[config.mk]
export PLATFORM = sky130hd
export DESIGN_NAME = product_bcd_converter
export DESIGN_NICKNAME = d
export VERILOG_FILES = /design/src/rtl/bcd_pkg.sv /design/src/rtl/bcd_digit_adjust.sv /design/src/rtl/product_bcd_converter.sv
export SDC_FILE = /design/constraint.sdc
export NUM_CORES = 1
export LEC_CHECK = 0
export BUFFER_PORTS_ARGS = -buffer_cell sky130_fd_sc_hd__buf_2
export CORE_MARGIN = 2
export CORE_UTILIZATION = 25
export DETAILED_ROUTE_END_ITERATION = 6
export PLACE_DENSITY_LB_ADDON = 0.3
export SLEW_MARGIN = 5
export SYNTH_ARGS = -nofsm -noshare
export SYNTH_HDL_FRONTEND = slang
export SYNTH_HIERARCHICAL = 1
export SYNTH_SLANG_ARGS = --single-unit
export TNS_END_PERCENT = 20
[constraint.sdc]
create_clock -name clk -period 2.2 [get_ports clk]
set_input_delay 0.11 -clock clk [delete_from_list [all_inputs] [get_ports clk]]
set_output_delay 0.11 -clock clk [all_outputs]
set_load 0.05 [all_outputs]
[src/rtl/bcd_pkg.sv]
// Purpose: shared types and constants for the binary-to-BCD converter.
// Latency: n/a (declarations only).
// Backpressure: n/a (declarations only).
package bcd_pkg;

    typedef enum logic [1:0] {
        IDLE  = 2'd0,
        SHIFT = 2'd1,
        DONE  = 2'd2
    } state_t;

    localparam int BCD_DIGIT_W = 4;

    // A digit at or above this value would reach 10 or more after the next shift.
    localparam logic [BCD_DIGIT_W-1:0] ADJ_THRESH = 4'd5;

    // Number of decimal digits needed to print the largest value of a width-bit
    // unsigned number.
    function automatic int digits_for_width(input int width);
        longint unsigned maxv;
        int d;
        maxv = (64'd1 << width) - 64'd1;
        d = 1;
        for (int i = 0; i < 20; i++) begin
            if (maxv >= 64'd10) begin
                maxv = maxv / 64'd10;
                d = d + 1;
            end
        end
        return d;
    endfunction

endpackage

[src/rtl/bcd_digit_adjust.sv]
// Purpose: double-dabble digit correction, adds 3 to a BCD digit that is >= 5.
// Latency: purely combinational.
// Backpressure: none.
module bcd_digit_adjust
    import bcd_pkg::*;
(
    input  logic [BCD_DIGIT_W-1:0] digit_in,
    output logic [BCD_DIGIT_W-1:0] digit_out
);

    // A digit is at most 9 before its shift, so 4-bit add cannot carry out.
    always_comb begin
        digit_out = digit_in;
        if (digit_in >= ADJ_THRESH) begin
            digit_out = digit_in + 4'd3;
        end
    end

endmodule

[src/rtl/product_bcd_converter.sv]
// Purpose: sequential shift-add-3 binary-to-BCD converter for the multiplier product.
//          Optional leading-zero blanking of digit_en under macro LEADING_ZERO_BLANK_EN.
// Latency: IN_WIDTH+1 cycles start-to-done; start ignored while busy, no queuing.
module product_bcd_converter
    import bcd_pkg::*;
#(
    parameter int IN_WIDTH = 8,
    parameter int DIGITS   = 3
) (
    input  logic                          clk,
    input  logic                          rst_n,
    input  logic                          start,
    input  logic [IN_WIDTH-1:0]           product_in,
    output logic                          busy,
    output logic                          done,
    output logic [BCD_DIGIT_W*DIGITS-1:0] bcd_out,
    output logic [DIGITS-1:0]             digit_en
);

    localparam int SW = BCD_DIGIT_W * DIGITS;
    localparam int CW = $clog2(IN_WIDTH + 1);

    if (digits_for_width(IN_WIDTH) > DIGITS) begin : g_digits_too_small
        $error("product_bcd_converter: DIGITS too small for IN_WIDTH");
    end

    state_t              state;
    logic [IN_WIDTH-1:0] bin_q;
    logic [SW-1:0]       scratch_q;
    logic [SW-1:0]       scratch_adj;
    logic [CW-1:0]       cnt_q;
    logic [SW+IN_WIDTH-1:0] shift_nxt;
    logic [SW-1:0]       scratch_nxt;
    logic [IN_WIDTH-1:0] bin_nxt;
    logic                last_shift;

    for (genvar g = 0; g < DIGITS; g++) begin : g_adj
        bcd_digit_adjust u_adj (
            .digit_in  (scratch_q[g*BCD_DIGIT_W +: BCD_DIGIT_W]),
            .digit_out (scratch_adj[g*BCD_DIGIT_W +: BCD_DIGIT_W])
        );
    end

    // Corrected scratch and the binary operand shift left together as one register.
    always_comb begin
        shift_nxt   = {scratch_adj, bin_q} << 1;
        scratch_nxt = shift_nxt[SW+IN_WIDTH-1:IN_WIDTH];
        bin_nxt     = shift_nxt[IN_WIDTH-1:0];
        last_shift  = (cnt_q == CW'(IN_WIDTH - 1));
    end

    // Conversion FSM: capture on start, IN_WIDTH shifts, one done cycle.
    always_ff @(posedge clk or negedge rst_n) begin
        if (!rst_n) begin
            state     <= IDLE;
            bin_q     <= '0;
            scratch_q <= '0;
            cnt_q     <= '0;
            bcd_out   <= '0;
        end else begin
            case (state)
                IDLE: begin
                    if (start) begin
                        bin_q     <= product_in;
                        scratch_q <= '0;
                        cnt_q     <= '0;
                        state     <= SHIFT;
                    end
                end
                SHIFT: begin
                    scratch_q <= scratch_nxt;
                    bin_q     <= bin_nxt;
                    cnt_q     <= cnt_q + CW'(1);
                    if (last_shift) begin
                        bcd_out <= scratch_nxt;
                        state   <= DONE;
                    end
                end
                DONE: begin
                    state <= IDLE;
                end
                default: begin
                    state <= IDLE;
                end
            endcase
        end
    end

    // Handshake outputs decode directly from the state.
    always_comb begin
        busy = (state != IDLE);
        done = (state == DONE);
    end

`ifdef LEADING_ZERO_BLANK_EN
    logic seen_nz;

    // Enable a digit when it or any more significant digit is nonzero; ones always on.
    always_comb begin
        digit_en = '0;
        seen_nz  = 1'b0;
        for (int i = DIGITS - 1; i >= 0; i--) begin
            seen_nz     = seen_nz | (|bcd_out[i*BCD_DIGIT_W +: BCD_DIGIT_W]);
            digit_en[i] = seen_nz;
        end
        digit_en[0] = 1'b1;
    end
`else
    assign digit_en = '1;
`endif

endmodule
==> flow_summary.toml <==
[route]
drtPass1Iterations = 4
ant_nets = 0
avgRoutedWirePerCell_um = 12.3
dr.first_iter.drc_count = 96
vias = 1291
drc = 0
routed_wirelength_mm = 3.67
via_per_inst = 4.35

[grt]
grt_max_degree = 39
use_met1 = 0.126
overflow = 0
grt_use_total = 0.0933
grt.busiest_layer = "met2"
gr-usage-met2 = 0.138
first_global_vias = 1301
antenna_found_initial = 0
grt_use_met3 = 0.0282
grt_pass1_wl_mm = 6.18

[die]
coreArea_sq_mm = 0.00733
die_w_um = 91.6
io-pin-count = 28
die-height_um = 91.6
start_util = 0.262
num_rows = 31
die_area_sq_mm = 0.00839

[logic_synthesis]
synthCells = 170
yosys_warnings = 6
syn_area_sq_mm = 0.00192
syn_avg_cell_area_sq_um = 11.3

[outcome]
outcome = "finished, final reports clean"

[hold_path]
hold_class = "primary input to flop"
min_from = "product_in[5]"

[final_layout]
syn_to_final_growth_pct = 16.9
n_antenna_cell = 0
layout_commonest_cell = "dfrtp_1"
nets = 215
final_cell_mix = "dfrtp_1 (38), buf_2 (24), nand2_1 (14)"
instances_no_fill = 297
drive_gt1_frac = 0.278

[sta]
fin_ws_ps = 528
fin_crit_ps = 1670
hold_violations = 0
relSlewSlack = 0.433
final_max_slew_viol_count = 0
worst_pin_slew_ps = 850
finalSetupTns_ps = 0
holdWs_ps = 102
post-route-period-util = 0.760
max_freq_ghz = 0.598
fin_skew_ps = 7.13
rsz0062_at_grt = "false"
setup_viol = 0

[cts]
clk_latency_ps = 290
cts_root_buffer = "clkbuf_8"
cts_buffers = 5
cts.sinks = 38
htreeDepth = 2
path_clk_slew_ps = 80
cts_tree = "yes"
cts_buffer_depth = 2
post_cts_resized = 0

[worst_setup_path]
cpPeakStageDelay_ps = 630
startpoint_type = "flop"
end_kind = "flop"
crit_chain = "nor2b_4 > and3_1 > buf_4 > mux2_4"
slowest_stage = "dfrtp_1"
critPathMaxFanout = 16
r2r-start = "state[0]"
crit_required_ps = 2380
critPathLaunch = "state[0]"
worstPathArrival_ps = 1850
crit_type = "flop to flop"

[place]
pre_cts_ws_ps = 554
place_hpwl_mm = 2.49
portBuffers = 24
place_congestion = 0.715
dp.cells = 288

[run]
cap_viol_max_count = 0

[power]
leakagePower_nw = 1.06
power.total_mw = 3.63
p_per_area_mw_per_mm2 = 1620
peakVddDrop_mv = 0.349
sequential cells by signal, indices dropped and copies added, names as in the netlist:
signal / cells
bcd_out: 12
scratch_q: 12
bin_q: 8
cnt_q: 4
state: 2
stage by stage:
step / cell area [sq um] / util
after floorplan: 1930 / -
after CTS: 2240 / 0.306
after global placement: 2120 / 0.290
after detailed placement: 2120 / 0.290
final: 2240 / 0.306
after global routing: 2240 / 0.306
layer usage:
metal | vias to the layer above | routed length [um]
li1 | 645 | -
met1 | 618 | 1870
met2 | 20 | 1610
met3 | 8 | 135
met4 | 0 | 59
met5 | - | 0
area by class of cell:
class / count / area [sq um]
clock buffer: 5 / 68.8
clock inverter: 3 / 40.0
fill: 749 / 5090
inverter: 7 / 26.3
multi-input combinational: 116 / 872
sequential: 38 / 951
tap: 99 / 124
timing repair buffer: 29 / 160
what timing repair did:
action                    4_1_cts  5_1_grt
setup buffers                   0        0
hold endpoints to repair       38        0
hold buffers                    1        0
final timing paths:
path,to,cells after the start,slack (ps)
hold reg to reg,bcd_out[10],1,510
setup / recovery,bcd_out[3],4,530
max in group asynchronous,scratch_q[9],2,1200
min in group asynchronous,scratch_q[2],2,460
setup reg to reg,bcd_out[3],4,530
hold / removal,bin_q[5],3,100
worst max-delay path, delay by kind of cell, from the launching register on:
| family | cells | cell delay, ps |
|---|---|---|
| simple gates | 2 | 410 |
| flops | 1 | 630 |
| buf+inv | 1 | 210 |
| mux | 1 | 310 |
power breakdown:
part | leakage [nW] | internal (mW) | switching, mW
Sequential | 0.484 | 1.00 | 0.272
Clock | 0.0579 | 0.334 | 0.251
Combinational | 0.519 | 0.755 | 1.01
Total | 1.06 | 2.09 | 1.53
(Power assumes the default switching activity.)
